===== config.mk =====
export PLATFORM = sky130hd
export DESIGN_NAME = led_pwm_driver_flat
export DESIGN_NICKNAME = d
export VERILOG_FILES = /design/src/rtl/led_pwm_driver_if.sv /design/src/rtl/led_pwm_driver.sv /design/src/flat_wrapper.sv
export SDC_FILE = /design/constraint.sdc
export NUM_CORES = 1
export LEC_CHECK = 0
export BUFFER_PORTS_ARGS = -buffer_cell sky130_fd_sc_hd__buf_2
export CORE_AREA = 2 2 115 139
export CTS_BUF_LIST = sky130_fd_sc_hd__clkbuf_16
export CTS_CLUSTER_SIZE = 28
export DETAILED_ROUTE_END_ITERATION = 16
export DIE_AREA = 0 0 117 141
export PLACE_DENSITY_LB_ADDON = 0.1
export SLEW_MARGIN = 0
export SYNTH_ARGS = -nofsm -noshare
export SYNTH_HDL_FRONTEND = slang
export SYNTH_SLANG_ARGS = --single-unit

===== constraint.sdc =====
create_clock -name clk -period 4.73 [get_ports clk]
set_input_delay 0.473 -clock clk [delete_from_list [all_inputs] [get_ports clk]]
set_output_delay 0.473 -clock clk [all_outputs]
set_load 0.05 [all_outputs]

===== src/rtl/led_pwm_driver_if.sv =====
// -----------------------------------------------------------------------------
// led_pwm_driver_if
//   CPU I/O bus between the processor's memory-mapped LED register and the
//   led_pwm_driver brightness stage.
//
//   writeEnable  master->slave  write strobe, one cycle per write
//   readEnable   master->slave  read strobe
//   channelSel   master->slave  duty register index 0..3
//   writeData    master->slave  duty value to write
//   readData     slave->master  staged duty of channelSel, registered
// -----------------------------------------------------------------------------
interface led_pwm_driver_if;
    logic       writeEnable;
    logic       readEnable;
    logic [1:0] channelSel;
    logic [7:0] writeData;
    logic [7:0] readData;

    modport master (
        output writeEnable,
        output readEnable,
        output channelSel,
        output writeData,
        input  readData
    );

    modport slave (
        input  writeEnable,
        input  readEnable,
        input  channelSel,
        input  writeData,
        output readData
    );
endinterface


===== src/rtl/led_pwm_driver.sv =====
// -----------------------------------------------------------------------------
// led_pwm_driver
//   Brightness stage for four board LEDs. The CPU writes four 8-bit duty values
//   over the I/O bus. One shared, prescaled 8-bit counter generates the PWM
//   pattern for all four pins. Duties are double-buffered: bus writes land in a
//   staged copy, and the staged copy moves to the active copy only when the
//   counter wraps. That way brightness changes only at a period boundary.
//
//   Parameters
//     PRESCALE    clk cycles per PWM counter tick (>=1)
//     ACTIVE_LOW  1: pin low = LED on, 0: pin high = LED on
//
//   Ports
//     clk          system clock, rising edge
//     resetN       asynchronous active-low reset
//     bus          CPU bus (slave side), readData registered
//     periodStart  one-clk pulse in the first cycle with pwmCount == 0
//     led1..led4   registered PWM pins for channels 0..3
// -----------------------------------------------------------------------------
module led_pwm_driver #(
    parameter int unsigned PRESCALE   = 16,
    parameter bit          ACTIVE_LOW = 1'b1
) (
    input  logic                   clk,
    input  logic                   resetN,
    led_pwm_driver_if.slave        bus,
    output logic                   periodStart,
    output logic                   led1,
    output logic                   led2,
    output logic                   led3,
    output logic                   led4
);

    // A prescaler of 1 still needs a 1-bit register so the widths stay legal.
    localparam int unsigned    PS_W    = (PRESCALE > 1) ? $clog2(PRESCALE) : 1;
    localparam logic [PS_W-1:0] PS_LAST = PS_W'(PRESCALE - 1);
    localparam logic           LED_OFF = ACTIVE_LOW;

    logic [PS_W-1:0] prescale_q, prescale_d;
    logic [7:0]      pwm_count_q, pwm_count_d;
    logic [7:0]      read_data_q, read_data_d;
    logic            period_start_q, period_start_d;
    logic            tick;
    logic            wrap;

    logic [7:0]      staged_vec [4];
    logic [3:0]      led_vec;

    // Shared prescaler and PWM counter.
    always_comb begin
        tick           = (prescale_q == PS_LAST);
        wrap           = tick && (pwm_count_q == 8'hFF);
        prescale_d     = tick ? '0 : prescale_q + PS_W'(1);
        pwm_count_d    = tick ? pwm_count_q + 8'd1 : pwm_count_q;
        period_start_d = wrap;
    end

    // Reads see the staged copy as it was before this edge. A read and a write
    // to the same channel in one cycle therefore return the old value.
    always_comb begin
        read_data_d = read_data_q;
        if (bus.readEnable) begin
            read_data_d = staged_vec[bus.channelSel];
        end
    end

    always_ff @(posedge clk or negedge resetN) begin
        if (!resetN) begin
            prescale_q     <= '0;
            pwm_count_q    <= 8'd0;
            read_data_q    <= 8'd0;
            period_start_q <= 1'b0;
        end else begin
            prescale_q     <= prescale_d;
            pwm_count_q    <= pwm_count_d;
            read_data_q    <= read_data_d;
            period_start_q <= period_start_d;
        end
    end

    // Per-channel duty double buffer and pin register.
    for (genvar gi = 0; gi < 4; gi++) begin : g_ch
        logic [7:0] staged_q, staged_d;
        logic [7:0] active_q, active_d;
        logic       led_q, led_d;
        logic       on;

        always_comb begin
            staged_d = staged_q;
            if (bus.writeEnable && (bus.channelSel == 2'(gi))) begin
                staged_d = bus.writeData;
            end
            // The transfer takes the pre-edge staged value, so a write in the
            // wrap cycle waits for the following boundary.
            active_d = wrap ? staged_q : active_q;
            // 8'hFF is special-cased so full duty means constantly on.
            on       = (active_q == 8'hFF) || (pwm_count_q < active_q);
            led_d    = on ^ ACTIVE_LOW;
        end

        always_ff @(posedge clk or negedge resetN) begin
            if (!resetN) begin
                staged_q <= 8'd0;
                active_q <= 8'd0;
                led_q    <= LED_OFF;
            end else begin
                staged_q <= staged_d;
                active_q <= active_d;
                led_q    <= led_d;
            end
        end

        assign staged_vec[gi] = staged_q;
        assign led_vec[gi]    = led_q;
    end

    assign bus.readData = read_data_q;
    assign periodStart  = period_start_q;
    assign led1         = led_vec[0];
    assign led2         = led_vec[1];
    assign led3         = led_vec[2];
    assign led4         = led_vec[3];

endmodule

===== src/flat_wrapper.sv =====
// flat-port wrapper written by rule: the top's interface ports become plain ports
module led_pwm_driver_flat 
#(
    parameter int unsigned PRESCALE   = 16,
    parameter bit          ACTIVE_LOW = 1'b1
)
  (clk, resetN, periodStart, led1, led2, led3, led4, bus_writeEnable, bus_readEnable, bus_channelSel, bus_writeData, bus_readData);
  led_pwm_driver_if bus_i ();
  input  logic clk;
  input  logic resetN;
  output logic periodStart;
  output logic led1;
  output logic led2;
  output logic led3;
  output logic led4;
  input wire logic [$bits(bus_i.writeEnable)-1:0] bus_writeEnable;
  input wire logic [$bits(bus_i.readEnable)-1:0] bus_readEnable;
  input wire logic [$bits(bus_i.channelSel)-1:0] bus_channelSel;
  input wire logic [$bits(bus_i.writeData)-1:0] bus_writeData;
  output wire logic [$bits(bus_i.readData)-1:0] bus_readData;
  assign bus_i.writeEnable = bus_writeEnable;
  assign bus_i.readEnable = bus_readEnable;
  assign bus_i.channelSel = bus_channelSel;
  assign bus_i.writeData = bus_writeData;
  assign bus_readData = bus_i.readData;
  led_pwm_driver #(.PRESCALE(PRESCALE), .ACTIVE_LOW(ACTIVE_LOW)) u_core (.clk(clk), .resetN(resetN), .bus(bus_i), .periodStart(periodStart), .led1(led1), .led2(led2), .led3(led3), .led4(led4));
endmodule

-- Word level (Yosys, flattened, before mapping)
Cells that the tools add are included.
W data, S select, Z words.
- register bits after elaboration: 89
- input port bits: 14
- output and inout bits: 13
- logic and storage cells: 51
- add/sub/neg operators: 2
- order comparisons: 5
- equal/unequal tests: 9
- multiplexer cells: 4
- bitwise operators: 5
- reductions and logical operators: 10
- operators by type and width (kind ; number):
    $eq A8 B8 Y1 const B ; 5
    $lt A8 B8 Y1 ; 4
    $bmux W8 S2 ; 1
    $mux W8 ; 2
    $add A8 B1 Y8 const B ; 1
    $logic_and A1 B1 Y1 ; 5
    $add A4 B1 Y4 const B ; 1
    $eq A2 B2 Y1 const B ; 2
    $eq A4 B4 Y1 const B ; 1
    $logic_or A1 B1 Y1 ; 4
    $mux W4 ; 1
    $not A1 Y1 ; 4
    $ge A3 B3 Y1 const B ; 1
    $not A2 Y3 ; 1
    $eq A2 B1 Y1 const B ; 1
    $logic_not A2 Y1 ; 1

-- Logic depth before layout (Yosys ltp)
- depth after elaboration: 4
- depth in mapped cells: 6
- depth with buffers taken out: 6

-- Least setup slack after synthesis
Ideal clock, no wire load.
- path type: register to register
- start point: reg u_core.prescale_q[0]
- end point: reg u_core.g_ch[0].active_q[0]
- data arrival time: 1628 ps
- data required time: 4605 ps
- path slack: 2977 ps
- stages on the path, launching flop included: 7
- buffers on the path: 1
- clock period less this slack: 1753 ps
- path through: dfrtp_1 > ha_1 > and3_4 > nand4_4 > nor2_8 > buf_12 > mux2_4
- word-level cells in the longest chain between the ends: 2
- RTL lines (element ; RTL line ; RTL):
    start, declared ; led_pwm_driver.sv:39 ; logic [PS_W-1:0] prescale_q, prescale_d;
    start signal, assigned ; led_pwm_driver.sv:74 ; prescale_q <= prescale_d;
    $eq A4 B4 Y1 ; led_pwm_driver.sv:51 ; tick = (prescale_q == PS_LAST);
    $logic_and A1 B1 Y1 ; led_pwm_driver.sv:52 ; wrap = tick && (pwm_count_q == 8'hFF);
    end signal, assigned ; led_pwm_driver.sv:108 ; active_q <= active_d;
    end, declared ; led_pwm_driver.sv:84 ; logic [7:0] active_q, active_d;
Every way passes these cells.
A chain may end at the register's enable or synchronous reset.

-- Worst setup path after layout
- start point: reg u_core.prescale_q[0]
- end point: reg u_core.g_ch[3].active_q[0]
- word-level cells in the longest chain between the ends: 2
- RTL lines (element ; RTL line):
    $eq A4 B4 Y1 ; led_pwm_driver.sv:51
    $logic_and A1 B1 Y1 ; led_pwm_driver.sv:52
    end signal, assigned ; led_pwm_driver.sv:108
    end, declared ; led_pwm_driver.sv:84
Every way passes these cells.

==> flow_summary.toml <==
[yosys]
async_flop_share_pct = 100.0
synth.avg_cell_area_um2 = 13.71
synth_common_cells = "dfrtp_1, mux2_2, ha_1, inv_1, mux2_4"
yosysMostFrequentCell = "dfrtp_1"
synth.distinct_cells = 31
synth_edf_count = 0
ys_top_cells_by_area = "dfrtp_1, mux2_2, mux2_4, ha_1, mux4_2"
yosys.area.top_type = "dfrtp_1"
syn-cell-area_um2 = 4454
syn_inst = 325
synth_nets = 369
ys_seq_elements = 89
ys.flop_type = "dfrtp_1"
yosys_warnings = 0
seq_area_frac_synth_pct = 50.11
netlist.area_leader.share_pct = 47.75

[die]
io_pins = 27
start_util_pct = 29.06
core_um2 = 15330
design.die.area_um2 = 16500
die_y_um = 141
die_x_um = 117
rows = 50

[timing]
maxSlewViolCount = 0
hold_viol = 0
hold_ws_ns = 0.1146
setup_viol = 0
fin_crit_sh_pct = 47.33
slew_headroom_pct = 39.86
fin_ws_ns = 2.491
max_clock_freq_ghz = 0.4466
finClkSkew_ns = 0.01207
min_period_ns = 2.239
worstMarginPinSlew_ns = 0.8982
rsz0062_at_grt = "no"
fin_tns_setup_ns = 0

[place]
placed_area_um2 = 4778
hpwl_um = 7134
gp_congestion = 0.7240
place_ws_ns = 2.450
portBuffers = 26

[cts]
clk_pin_slew_worst_paths_ns = 0.07
cts_hold_buf = 0
cts.htree.levels = 3
cts_resized = 0
cts_buffers = 9
cts.sinks = 89
clock_latency_ns = 0.34
clock-root-buffer = "clkbuf_16"
cts_max_path_buffers = 2
cts_tree = "done"
post_cts_buffers = 0

[worst_setup_path]
worstSetupPathType = "flop to flop"
cp.arrival_ns = 2.47
crit_required_ns = 4.96
crit_buf_inv = 0
path_cells = "ha_1, and3_4, nand4_4, nor2_8, mux2_2"
crit_slowest_cell = "nor2_8"
crit_fanout = 33
cp-start-kind = "flop"
cpPeakStageDelay_ns = 0.64
crit_path_end_kind = "flop"
critPathTopFamily = "simple AND/OR/NAND/NOR gates"

[cells_and_area]
n_antenna_cell = 0
fin_util_pct = 33.08
multi_input_area_um2 = 2033
drive_above_1_share_pct = 35.73
seq_area_um2 = 2232
nets = 401
fill_cells = 1538
fin_area_um2 = 5070
syn_to_final_growth_pct = 13.82

[route]
drt_pass1_iterations = 4
drtAntennaViolNets = 0
drcViolationCount = 0
wl_per_cell_um = 17.30
avgViaCountPerCell = 4.497
drt_iter0_markers = 82
vias = 2559
wirelength_um = 9844

[power_and_ir_drop]
p_leak_nw = 2.241
vdd.ir_drop.worst_uv = 176.0
p_per_area_nw_per_um2 = 363.3

[run_status]
status = "completed"

[global_route]
grt_busiest_layer = "met2"
grt_pass1_wl_um = 16050
grt_max_degree = 52
use_met1_pct = 18.72
gr-total-overflow = 0
grt_use_total_pct = 13.27
grt_pass1_vias = 2725
antenna_found_initial = 0
grt.met3_usage_pct = 2.623
grt_use_met2_pct = 20.08

[flow_run]
cap_violations = 0

[hold_path]
hold_path_class = "primary input to asynchronous set/reset pin"
## kinds of logic after synthesis
group | after synthesis | synth area share, %
XOR/XNOR | 8 | 1.573
AND/OR/NAND/NOR | 51 | 6.825
AO/OA/AOI/OAI | 31 | 4.130
adder cells (fa/ha/maj) | 30 | 8.427
buffers and inverters | 36 | 4.242
flip-flops | 89 | 50.11
multiplexers | 80 | 24.69
## worst register-to-register path: cells and delay by family, from the launching register on
| family | cells | cell delay, ns |
|---|---|---|
| flops | 1 | 0.39 |
| mux | 1 | 0.44 |
| fa+ha+maj | 1 | 0.25 |
| simple gates | 3 | 1.05 |
## final timing paths
kind,startpoint,endpoint,slack [ns],cells past startpoint
hold / removal,resetN,u_core.pwm_count_q[5],0.11,1
setup reg to reg,u_core.prescale_q[0],u_core.g_ch[3].active_q[0],2.49,5
hold reg to reg,u_core.prescale_q[0],u_core.prescale_q[0],0.49,1
setup / recovery,u_core.prescale_q[0],u_core.g_ch[3].active_q[0],2.49,5
min in group clk,bus_writeData[3],u_core.g_ch[3].staged_q[3],0.41,2
max in group asynchronous,resetN,u_core.g_ch[3].active_q[3],3.54,2
## state kept, by name, summed over array words and instances, names as in the netlist
register and cells:
u_core.bus.readData 8, u_core.g_ch.active_q 32, u_core.g_ch.staged_q 32, u_core.led1 1, u_core.led2 1, u_core.led3 1
u_core.led4 1, u_core.periodStart 1, u_core.prescale_q 4, u_core.pwm_count_q 8
## through the flow
step	cells	power [W]
3_5_place_dp	554	0.001144
3_3_place_gp	554	0.001143
4_1_cts	569	0.001872
6_report	569	0.001842
2_1_floorplan	325	0.001054
5_1_grt	569	0.001927
## report_power, final
part | internal [W] | leakage (nW) | total (W) | switching [W]
combinational | 0.0000999 | 0.975 | 0.000234 | 0.000134
clock | 0.000409 | 0.136 | 0.000716 | 0.000307
sequential | 0.000833 | 1.13 | 0.000893 | 0.0000597
## cell usage in the layout, fill, tap and decap left out, drive strengths merged, types with 9 or more instances in the layout
cell,Yosys,layout
clkbuf,0,9
a21oi,14,14
dfrtp,85,85
nand2,11,11
mux2,72,72
buf,6,27
nand4,15,15
ha,30,30
inv,30,32
nor2,9,9
## cell type report
| type | instances | share of cell area, % |
|---|---|---|
| Tap cell | 208 | 5.133 |
| Timing Repair Buffer | 27 | 2.764 |
| Clock buffer | 9 | 4.442 |
| Clock inverter | 6 | 1.308 |
| Sequential cell | 89 | 44.03 |
| Multi-Input combinational cell | 200 | 40.10 |
| Inverter | 30 | 2.221 |
## layer usage
| layer | wire (um) | vias to the layer above |
|---|---|---|
| met5 | 0 | - |
| li1 | - | 1234 |
| met3 | 200 | 11 |
| met1 | 4849 | 1285 |
| met4 | 189 | 0 |
| met2 | 4604 | 29 |
Power figures use the tool's default switching activity.
